File: config.mk
export PLATFORM = sky130hd
export DESIGN_NAME = hazard_scoreboard
export DESIGN_NICKNAME = d
export VERILOG_FILES = /design/src/rtl/hazard_scoreboard_pkg.sv /design/src/rtl/hazard_scoreboard_counter.sv /design/src/rtl/hazard_scoreboard.sv
export SDC_FILE = /design/constraint.sdc
export NUM_CORES = 1
export LEC_CHECK = 0
export CAP_MARGIN = 40
export CORE_UTILIZATION = 50
export DETAILED_ROUTE_END_ITERATION = 6
export GPL_TIMING_DRIVEN = 0
export PLACE_DENSITY = 0.71
export REMOVE_ABC_BUFFERS = 1
export SLEW_MARGIN = 20
export SYNTH_ARGS = -nofsm -noshare
export SYNTH_HDL_FRONTEND = slang
export SYNTH_SLANG_ARGS = --single-unit
export TNS_END_PERCENT = 5
File: constraint.sdc
create_clock -name clk_i -period 5.4 [get_ports clk_i]
set_input_delay 0.54 -clock clk_i [delete_from_list [all_inputs] [get_ports clk_i]]
set_output_delay 0.54 -clock clk_i [all_outputs]
set_load 0.005 [all_outputs]
File: src/rtl/hazard_scoreboard_pkg.sv
// Shared definitions for the RAW-hazard scoreboard.
// The count type and the untracked register index live here.
package hazard_scoreboard_pkg;

    localparam int SB_CNT_W = 2;
    localparam int REG_ZERO = 0;

    typedef logic [SB_CNT_W-1:0] scoreboard_cnt_t;

endpackage

File: src/rtl/hazard_scoreboard_counter.sv
// One in-flight write counter: +inc, -dec in the same cycle.
// The result clamps to 0 on underflow and to all-ones on overflow.
module scoreboard_counter
    import hazard_scoreboard_pkg::*;
#(
    parameter int CNT_W = SB_CNT_W,
    parameter int DEC_W = 2
) (
    input  logic             clk_i,
    input  logic             reset_i,
    input  logic             inc,
    input  logic [DEC_W-1:0] dec,
    output logic [CNT_W-1:0] count,
    output logic             nonzero,
    output logic             full,
    output logic             underflow
);

    // Wide enough that count + inc and the difference never wrap.
    localparam int SW = CNT_W + DEC_W + 1;

    logic [SW-1:0]    sum, dec_w, diff;
    logic [CNT_W-1:0] count_next;

    always_comb begin
        sum        = SW'(count) + SW'(inc);
        dec_w      = SW'(dec);
        diff       = sum - dec_w;
        underflow  = dec_w > sum;
        count_next = '0;
        if (!underflow)
            count_next = (diff > SW'({CNT_W{1'b1}})) ? '1 : diff[CNT_W-1:0];
    end

    assign nonzero = |count;
    assign full    = &count;

    always_ff @(posedge clk_i) begin
        if (reset_i) count <= '0;
        else         count <= count_next;
    end

endmodule

File: src/rtl/hazard_scoreboard.sv
// RAW-hazard scoreboard: per-register in-flight write counts gate ID->EX issue,
// with squash ports, drain-based serialisation and a saturating stall counter.
module hazard_scoreboard
    import hazard_scoreboard_pkg::*;
#(
    parameter int NUM_REGS   = 32,
    parameter int REG_ADDR_W = $clog2(NUM_REGS),
    parameter int NUM_SRC    = 2,
    parameter int NUM_KILL   = 2,
    parameter int CNT_W      = SB_CNT_W,
    parameter int PERF_W     = 32
) (
    input  logic                           clk_i,
    input  logic                           reset_i,
    input  logic                           issue_valid_i,
    input  logic [NUM_SRC*REG_ADDR_W-1:0]  issue_rs_i,
    input  logic [NUM_SRC-1:0]             issue_rs_used_i,
    input  logic [REG_ADDR_W-1:0]          issue_rd_i,
    input  logic                           issue_rd_we_i,
    output logic                           issue_ready_o,
    input  logic                           retire_valid_i,
    input  logic [REG_ADDR_W-1:0]          retire_rd_i,
    input  logic [NUM_KILL-1:0]            kill_valid_i,
    input  logic [NUM_KILL*REG_ADDR_W-1:0] kill_rd_i,
    input  logic                           drain_i,
    output logic                           drained_o,
    output logic [NUM_REGS-1:0]            busy_o,
    output logic                           error_o,
    output logic [PERF_W-1:0]              stall_count_o
);

    // Up to one retire plus one decrement per kill port per cycle.
    localparam int DEC_W = $clog2(NUM_KILL + 2);

    logic [NUM_REGS-1:0][CNT_W-1:0] cnt;
    logic [NUM_REGS-1:0]            nonzero, full;
    logic [NUM_REGS-1:1]            inc, underflow;
    logic [NUM_REGS-1:1][DEC_W-1:0] dec;
    logic                           rd_tracked, src_hazard, fire;

    assign cnt[REG_ZERO]     = '0;
    assign nonzero[REG_ZERO] = 1'b0;
    assign full[REG_ZERO]    = 1'b0;

    assign rd_tracked = issue_rd_we_i && (issue_rd_i != REG_ADDR_W'(REG_ZERO));

    always_comb begin
        src_hazard = 1'b0;
        for (int k = 0; k < NUM_SRC; k++)
            if (issue_rs_used_i[k] && nonzero[issue_rs_i[k*REG_ADDR_W +: REG_ADDR_W]])
                src_hazard = 1'b1;
    end

    // Readiness looks only at registered counts: a retire frees dependants next cycle.
    assign issue_ready_o = !src_hazard
                        && !(rd_tracked && full[issue_rd_i])
                        && !(drain_i && !drained_o);
    assign fire = issue_valid_i && issue_ready_o;

    always_comb begin
        for (int r = 1; r < NUM_REGS; r++) begin
            inc[r] = fire && rd_tracked && (issue_rd_i == REG_ADDR_W'(r));
            dec[r] = '0;
            if (retire_valid_i && retire_rd_i == REG_ADDR_W'(r))
                dec[r] = dec[r] + DEC_W'(1);
            for (int j = 0; j < NUM_KILL; j++)
                if (kill_valid_i[j] && kill_rd_i[j*REG_ADDR_W +: REG_ADDR_W] == REG_ADDR_W'(r))
                    dec[r] = dec[r] + DEC_W'(1);
        end
    end

    for (genvar r = 1; r < NUM_REGS; r++) begin : g_reg
        scoreboard_counter #(
            .CNT_W (CNT_W),
            .DEC_W (DEC_W)
        ) u_cnt (
            .clk_i     (clk_i),
            .reset_i   (reset_i),
            .inc       (inc[r]),
            .dec       (dec[r]),
            .count     (cnt[r]),
            .nonzero   (nonzero[r]),
            .full      (full[r]),
            .underflow (underflow[r])
        );
    end

    assign busy_o    = nonzero;
    assign drained_o = (cnt == '0);

    always_ff @(posedge clk_i) begin
        if (reset_i) begin
            error_o       <= 1'b0;
            stall_count_o <= '0;
        end else begin
            if (|underflow)
                error_o <= 1'b1;
            if (issue_valid_i && !issue_ready_o && stall_count_o != '1)
                stall_count_o <= stall_count_o + PERF_W'(1);
        end
    end

endmodule

==> metrics <==
Max-Cap Viols=0; Core Region=around 23000 um2; post-synthesis async set-or-reset flop share=0; Setup Skew=approximately 0.011 ns; Max Fclk=~190 MHz; routability cong.=0.9395; sequential fraction of the synthesis area=0.1631; top cells by area, synth=ha_1 (20%), dfxtp_1 (16%), fa_1 (11%); HP Class=reg2reg; slowest stage cell, crit path=or4bb_1; Synth warnings=0; worst-skew pair later-pin latency=roughly 0.37 ns; placed wire-length estimate=roughly 26 mm; ratio of cells with drive above 1 in the final layout=0.06404; syn_area_per_cell=approximately 8 um2; commonest non-fill, non-tap cell in the layout=inv_1; # diodes=0; worst path required time=5.65 ns; Mapped Area=11660 um2; clk slew on worst S/H paths=around 0.080 ns; Crit path depth=17; CTS Sinks=95; Final nets=about 1800; clock period minus final worst setup slack=approximately 5.2 ns; endpoints failing setup=0; Die X=154.7 um; first-pass GRT wire length=roughly 52 mm; DIE HEIGHT=approximately 150 um; Synth Flop Type=dfxtp_1; Setup crit end kind=flop; initial antenna violation count=0; GR Util All Layers=0.2806; most frequent cells in the layout=inv_1 (240), ha_1 (187), nor2_1 (129), a21oi_1 (107), nand2_1 (105); die area=roughly 24000 um2; row count=55; Worst slew margin=0.3958; pre-CTS WS=-1.348 ns; Worst Slack Setup Final=0.1714 ns; vias in the first global route=approximately 10000; htree depth=3; Starting Density=0.5119; post-route DRC violation count=0; kind of critical path=in2reg; IO Count=around 110; static leakage power=approximately 5.7 nW; Arr. time, crit path=5.48 ns; I/O Buffers=between 100 and 150; R2R setup slack=0.25 ns; Seq cells post-synth=95; Post-synth EDFFs=0; RR Endpoint=error_o; TritonCTS buffer count=9; PwrDens=around 180 nW/um2; Pre-antenna DRT Iters=5; FF-to-FF Start=g_reg[19].u_cnt.count[1]; DRT iter0 DRCs=789; Final Max Slew Viols=0; Syn Inst Count=between 1000 and 1500; WL/cell=18.05 um; hold violation count in the final report=0; worst vdd ir=approximately 0.00014 V; Final period util=0.9683; nature of the critical path startpoint=input pin; global route overflow=0; Via density=5.692; worst hold slack=approximately 0.5 ns; Clock Tree Root=clkbuf_16; Area Growth Syn to Fin=12.98%; CP peak stage delay=approximately 0.66 ns; crit-path max FO=21; Util after Layout=0.5784; RSZ-0062 raised after global routing=false; Critical path destination=error_o; CP bufs+invs=3; Clock Path Buffers=2; largest net degree at the start of global routing=between 60 and 70; family with the most delay on the worst path=simple AND/OR/NAND/NOR gates; Worst Reg2Reg Path Length in Cells=16; crit path cell chain=clkdlybuf4s15_2, or4bb_1, a21oi_1, nand4bb_1, a2111oi_0, or4_4, nor2_8, nand4_4, buf_4, nor4_1, ha_1, inv_1, fa_1, o31ai_2, nand4_1, nor4_4, a21oi_1; status=completed; Yosys top cell area share=0.2007; worst slew pin tran=roughly 0.9 ns; Yosys top cell by area=ha_1; final antenna-violating net count=0; CP most frequent cell=a21oi_1; via count=10310; Synth cell types=71; wirelength, routed=roughly 33 mm; Crit. Startpoint=issue_rd_i[3]; CTS tree=yes
==> per-layer routing <==
metal  GRT usage  vias up  wire [um]
li1            -     4901          -
met1      0.3553     4943      13970
met2      0.4667      382      15090
met3     0.03811       88       2079
met4      0.1452        0       1572
met5           0        -          0
==> worst min-delay path, stage by stage, from the launching register on <==
cell,delay [ns]
dfxtp_1,0.33
o31ai_1,0.06
a21oi_1,0.05
==> layout make-up <==
type | instances | area (um2)
Clock buffer | 9 | 225.2
Clock inverter | 6 | 68.82
Fill cell | 2080 | 9604
Inverter | 241 | 904.6
Multi-Input combinational cell | 1034 | 8517
Sequential cell | 95 | 1902
Tap cell | 313 | 391.6
Timing Repair Buffer | 114 | 1165
==> metrics by stage <==
step / TNS, ns / power [mW] / instance area (um2) / std cells
after floorplan: 0 / 1.253 / 11200 / 1370
after global placement: -28.83 / 1.590 / 12640 / 1788
after detailed placement: -27.18 / 1.613 / 12720 / 1793
after CTS: 0 / 2.325 / 13140 / 1811
after global routing: 0 / 2.450 / 13170 / 1812
final: 0 / 2.331 / 13170 / 1812
==> power breakdown <==
part,internal (mW),switching (mW)
clock network,0.361,0.332
logic,0.356,0.451
registers,0.753,0.0771
==> registers in the layout, indices dropped and copies added (netlist names) <==
name and cells:
g.u_cnt.count 62, stall_count_o 32, error_o 1
==> how the worst min path moves through the flow <==
stage / from / end / slack (ns) / cells after the start
floorplan: stall_count_o[10] / stall_count_o[10] / 0.47 / 2
global placement: stall_count_o[10] / stall_count_o[10] / 0.48 / 2
detailed placement: stall_count_o[12] / stall_count_o[12] / 0.49 / 2
CTS: stall_count_o[12] / stall_count_o[12] / 0.50 / 2
global route: stall_count_o[12] / stall_count_o[12] / 0.53 / 2
finish: stall_count_o[10] / stall_count_o[10] / 0.49 / 2
==> logic make-up (layout without fill, tap and decap cells) <==
logic type | count (synthesis) | after routing | share of synthesized area
AO/OA/AOI/OAI | 196 | 196 | 0.1016
XOR/XNOR | 31 | 31 | 0.02329
adder cells (fa/ha/maj) | 249 | 249 | 0.3071
buffers and inverters | 314 | 370 | 0.1172
flip-flops | 95 | 95 | 0.1631
multiplexers | 32 | 32 | 0.04625
other | 1 | 1 | 0.0003216
AND/OR/NAND/NOR | 525 | 525 | 0.2411
==> cell usage after synthesis, types with 4 or more instances <==
| cell | instances |
|---|---|
| a21oi_1 | 107 |
| and2_1 | 4 |
| and3_1 | 6 |
| and4_1 | 4 |
| buf_2 | 9 |
| buf_4 | 33 |
| buf_6 | 7 |
| clkbuf_1 | 23 |
| dfxtp_1 | 95 |
| fa_1 | 62 |
| ha_1 | 187 |
| inv_1 | 241 |
| mux2_2 | 4 |
| mux2_4 | 12 |
| mux4_2 | 12 |
| nand2_1 | 105 |
| nand2b_1 | 46 |
| nand3_1 | 26 |
| nand4_1 | 17 |
| nor2_1 | 129 |
| nor2b_1 | 60 |
| nor3_1 | 28 |
| nor4_1 | 31 |
| nor4_2 | 6 |
| o21ai_0 | 23 |
| o31ai_1 | 38 |
| or2_1 | 7 |
| or2_2 | 9 |
| or3_1 | 7 |
| or4_1 | 9 |
| xnor2_1 | 18 |
| xor2_1 | 13 |
==> repair_timing <==
action / in CTS / in global routing
hold endpoints to repair: 0 / 0
buffers inserted: 3 / 0
endpoints found under the setup margin: 31 / 1
pin swaps: 5 / 2
cloned: 0 / 0
hold buffers: 0 / 0
gates resized for setup: 21 / 6
(Power assumes the default switching activity.)
==> edit 1, RTL diff (config.mk and constraints unchanged) <==
The parameter `NUM_SRC` goes from 2 to 1.
--- a/src/rtl/hazard_scoreboard.sv
+++ b/src/rtl/hazard_scoreboard.sv
@@ -7,3 +7,3 @@
     parameter int REG_ADDR_W = $clog2(NUM_REGS),
-    parameter int NUM_SRC    = 2,
+    parameter int NUM_SRC    = 1,
     parameter int NUM_KILL   = 2,
Interface: changed (resized issue_rs_i and issue_rs_used_i); port bits go from 107 to 101. No check against the original RTL was run, so the function may have changed too.
==> edit 1 against the unedited design <==
The flow now finishes with violations (DRC). Cell count shrank 6.2%. Routed wire length decreased by 9.3%. Area after synthesis fell by 3.4%. Worst setup slack improved by 0.075 ns. Sequential cell count is the same. Critical path depth fell by 1. Final area fell by 4.4%. Total power decreased by 2.0%. Critical path type unchanged. Highest routed layer unchanged.
==> edit 1: results (changes against the unedited design) <==
Run status
  – Status: complete, but fails checks (was finished, final reports clean)
  – Failing checks: DRC

STA
  – Setup TNS: 0 ns (unchanged)
  – Max-slew headroom: 40.4% (was 39.6%)
  – Hold WS: 0.495 ns (was 0.494 ns)
  – Fmax: 0.194 GHz (was 0.191 GHz)
  – Skew final: 0.0152 ns (was 0.0108 ns)
  – # setup viols final: 0 (unchanged)

Place
  – Dpl cells: 1684 (was 1793)
  – Gp weighted congestion: 0.918 (was 0.940)
  – DP HPWL: 23600 um (was 26400 um)
  – Area after DPL: 0.0122 mm^2 (was 0.0127 mm^2)
  – Post-place setup slack: -0.949 ns (was -1.35 ns)
  – Port Buffers: 99 (was 105)

Worst hold path
  – Hold WC Path Type: reg -> reg (unchanged)
  – Hold EP: stall_count_o[16] (was stall_count_o[10])
  – Hold Startpoint: stall_count_o[16] (was stall_count_o[10])

Layout
  – Fill count: 2010 (was 2080)
  – Biggest register: g.u_cnt.count (unchanged)
  – Antenna cells: 0 (unchanged)
  – Layout cells sized above 1: 9.15% (was 6.40%)

Power and ir drop
  – Pint: 1.49 mW (was 1.47 mW)
  – Worst-case vdd ir drop: 177 uV (was 144 uV)
  – Lkg Pwr: 5.32 nW (was 5.69 nW)

Drt
  – DRT Pass-1 Iters: 7 (was 5)
  – Drt wl/cell: 17.4 um (was 18.1 um)
  – Initial DRC count: 634 (was 789)
  – Routed vias/inst: 5.63 (was 5.69)
  – Detailed-route wire length: 29700 um (was 32700 um)
  – DRC: 18 (was 0)

Synth
  – Cell count after synthesis: 1375 (was 1443)
  – Area contributors post-synth: ha_1 21%, dfxtp_1 17%, fa_1 11%, inv_1 7.7%, a21oi_1 3.6% (was ha_1 20%, dfxtp_1 16%, fa_1 11%, inv_1 7.8%, a21oi_1 4.6%)
  – Distinct cells, synth: 67 (was 71)
  – Commonest cells in the netlist: 231 x inv_1, 187 x ha_1, 108 x nand2_1 (was 241 x inv_1, 187 x ha_1, 129 x nor2_1)
  – Seq/Total Area, Yosys: 16.9% (was 16.3%)

Worst setup path
  – Crit path from: issue_rd_i[0] (was issue_rd_i[3])
  – Reg-to-reg slack, setup: 0.29 ns (was 0.25 ns)
  – Worst path max stage delay: 0.93 ns (was 0.66 ns)
  – Setup crit end kind: flip-flop (unchanged)
  – Critical path arrival: 5.38 ns (was 5.48 ns)
  – CP max stage cell: clkdlybuf4s50_1 (was or4bb_1)
  – Reg2reg path depth: 15 (was 16)
  – Critical path fanouts, max: 16 (was 21)
  – Worst r2r src: g_reg[14].u_cnt.count[1] (was g_reg[19].u_cnt.count[1])

Clocking
  – Reg clk slew, reported paths: 0.07 ns
  – CTS Root Cell: clkbuf_16 (unchanged)
  – CTS resizes: 10 (was 21)
  – Post CTS Setup Buffer Count: 0 (was 3)

Global route
  – First-pass GRT wire length: 48400 um (was 51900 um)
  – Initial antenna violation count: 0 (unchanged)
  – Vias in the first global route: 9497 (was 10000)
  – Largest net degree at the start of global routing: 38 (was 69)
  – GRT Util Overall: 26.5% (was 28.1%)
[edit 1: changes by cell type in the layout (fill, tap and decap cells not counted), moves of 11 or more]
| cell | before | now |
|---|---|---|
| nor3_1 | 27 | 42 |
| a21oi_1 | 107 | 82 |
| a21oi_2 | 0 | 20 |
| nor2_1 | 129 | 83 |
| mux2_4 | 12 | 0 |
| o31ai_1 | 30 | 41 |
| or4_2 | 0 | 11 |
| or2_2 | 9 | 26 |
| nor2b_1 | 60 | 48 |
| nor4_1 | 25 | 1 |
[edit 1: per-layer routing]
metal / part of all wire (%) / global-route usage, % / vias to the layer above
li1: - / - / 4630
met1: 43 / 34.7 / 4505
met2: 46 / 44.1 / 359
met3: 8.0 / 4.14 / 72
met4: 3.2 / 9.77 / 0
met5: 0 / 0 / -
[edit 1: area by class of cell]
class	count	area (um^2)	share of cell area, %
multi-input combinational	976	8110	64.3
sequential	95	1900	15.1
timing repair buffer	102	1050	8.36
inverter	231	867	6.88
tap	280	350	2.78
clock buffer	9	225	1.79
clock inverter	7	95.1	0.755
[edit 1: kinds of logic after synthesis]
| kind of cell | Yosys count | synth area share [%] |
|---|---|---|
| AOI/OAI and AO/OA | 211 | 12.7 |
| xor gates and xnor gates | 31 | 2.41 |
| adders and majority gates | 249 | 31.8 |
| buffers and inverters | 304 | 11.8 |
| DFF | 95 | 16.9 |
| muxes | 20 | 2.79 |
| other | 1 | 0.0333 |
| and+or+nand+nor | 464 | 21.6 |
[edit 1: power groups by stage]
| stage | logic, mW | registers, mW | clock network (mW) |
|---|---|---|---|
| finish | 0.745 | 0.801 | 0.739 |
| global route | 0.822 | 0.808 | 0.775 |
| CTS | 0.735 | 0.800 | 0.752 |
| detailed placement | 0.720 | 0.816 | 0 |
| global placement | 0.699 | 0.814 | 0 |
| floorplan | 0.415 | 0.803 | 0 |
==> edit 2, RTL diff (config.mk and constraints unchanged) <==
Made on the original files. Make the reset (`reset_i`) asynchronous in 2 clocked blocks.
--- a/src/rtl/hazard_scoreboard_counter.sv
+++ b/src/rtl/hazard_scoreboard_counter.sv
@@ -37,3 +37,3 @@
 
-    always_ff @(posedge clk_i) begin
+    always_ff @(posedge clk_i or posedge reset_i) begin
         if (reset_i) count <= '0;
--- a/src/rtl/hazard_scoreboard.sv
+++ b/src/rtl/hazard_scoreboard.sv
@@ -90,3 +90,3 @@
 
-    always_ff @(posedge clk_i) begin
+    always_ff @(posedge clk_i or posedge reset_i) begin
         if (reset_i) begin
Behaviour: not the same (a bounded check fails within 4 cycles, from zero or initial values and one cycle with reset_i high; the reset may be asserted at any time).
==> edit 2 against the unedited design <==
Synthesized cell count is 3.7% lower. Sequential cell count stayed put. Worst setup slack better by 0.11 ns. Final area is 2.4% lower. Critical path depth is 2 lower. Routed wire length is 3.7% lower. Area after synthesis is 1.9% lower. Critical path type unchanged.
Power is not compared: it rests on default switching activity, and its combinational part moved more than twofold at a synthesized area within 25%.
==> edit 2: results (changes against the unedited design) <==
Place
  – Area after DPL: 0.0125 mm^2 (was 0.0127 mm^2)
  – Gp weighted congestion: 0.899 (was 0.940)
  – DP HPWL: 25600 um (was 26400 um)
  – Dpl cells: 1706 (was 1793)

Synth
  – Synth Area in Adders: 31.3% (was 30.7%)
  – Compound-Gate Fraction of Synth Area: 8.73% (was 10.2%)
  – Post-synth ARST share: 100% (was 0%)
  – Syn_area_per_cell: 8.24 um^2 (was 8.08 um^2)
  – Seq/Total Area, Yosys: 20.8% (was 16.3%)
  – Commonest cells in the netlist: 213 x inv_1, 187 x ha_1, 134 x nor2_1 (was 241 x inv_1, 187 x ha_1, 129 x nor2_1)
  – Area contributors post-synth: dfrtp_1 21%, ha_1 20%, fa_1 11%, inv_1 7.0%, a21oi_1 5.5% (was ha_1 20%, dfxtp_1 16%, fa_1 11%, inv_1 7.8%, a21oi_1 4.6%)
  – Xor/xnor share of the synthesized area: 4.75% (was 2.33%)
  – Mux share of post-synthesis cell area: 1.87% (was 4.62%)
  – Distinct cells, synth: 54 (was 71)

Layout
  – Sequential cell area share: 18.5% (was 14.4%)
  – Layout cells sized above 1: 4.56% (was 6.40%)
  – Fin util: 58.0% (was 57.8%)
  – NonClk Buf Share: 8.68% (was 8.84%)
  – Multi-input gate area: 0.00792 mm^2 (was 0.00852 mm^2)
  – Clock-cell share of area: 2.26% (was 2.23%)
  – Fill count: 1959 (was 2080)
  – Multi-input gates: 1010 (was 1034)

STA
  – Skew final: 0.0149 ns (was 0.0108 ns)
  – Worst slew pin tran: 0.882 ns (was 0.904 ns)

Drt
  – Detailed-route wire length: 31500 um (was 32700 um)
  – Routed vias/inst: 5.71 (was 5.69)
  – DRT Pass-1 Iters: 6 (was 5)
  – Routed wl met3: 2510 um (was 2080 um)
  – Met2 routed WL: 13900 um (was 15100 um)
  – Drt wl/cell: 18.3 um (was 18.1 um)
  – Initial DRC count: 754 (was 789)
  – DRT met1 WL: 14400 um (was 14000 um)

Global route
  – Vias in the first global route: 9408 (was 10000)
  – Met1 usage in global routing: 38.9% (was 35.5%)
  – Met2 global-route usage: 42.4% (was 46.7%)
  – First-pass GRT wire length: 49800 um (was 51900 um)
  – Met3 Use GR: 4.45% (was 3.81%)
  – GRT Util Overall: 27.2% (was 28.1%)

Clocking
  – Post CTS Setup Buffer Count: 0 (was 3)
  – CTS resizes: 9 (was 21)

Worst setup path
  – Critical path arrival: 5.36 ns (was 5.48 ns)
  – Critical path fanouts, max: 18 (was 21)
  – Worst path max stage delay: 0.60 ns (was 0.66 ns)
  – CP max stage cell: dlygate4sd2_1 (was or4bb_1)

Power and ir drop
  – Lkg Pwr: 5.91 nW

Run status
  – Status: finished, final reports clean (unchanged)
-- edit 2: changes by cell type in the layout (fill, tap and decap cells not counted), sizes merged, moves of 9 or more --
cell    before  now
dfrtp        0   95
dfxtp       95    0
o31ai       38    0
nand2b      46   14
xnor2       18   49
inv        243  216
nor3        30   54
a21oi      107  126
nor2b       60   42
mux2        19    3
nor4        37   26
nand2      106  115
-- edit 2: final timing paths --
kind | start | end | slack [ns] | depth (start not counted)
setup / recovery | issue_rd_i[3] | error_o | 0.28 | 15
hold / removal | stall_count_o[26] | stall_count_o[26] | 0.49 | 1
setup reg to reg | g_reg[22].u_cnt.count[1] | error_o | 0.52 | 16
hold reg to reg | stall_count_o[26] | stall_count_o[26] | 0.49 | 1
max in group asynchronous | reset_i | g_reg[9].u_cnt.count[0] | 4.23 | 3
min in group asynchronous | reset_i | g_reg[24].u_cnt.count[0] | 0.53 | 2
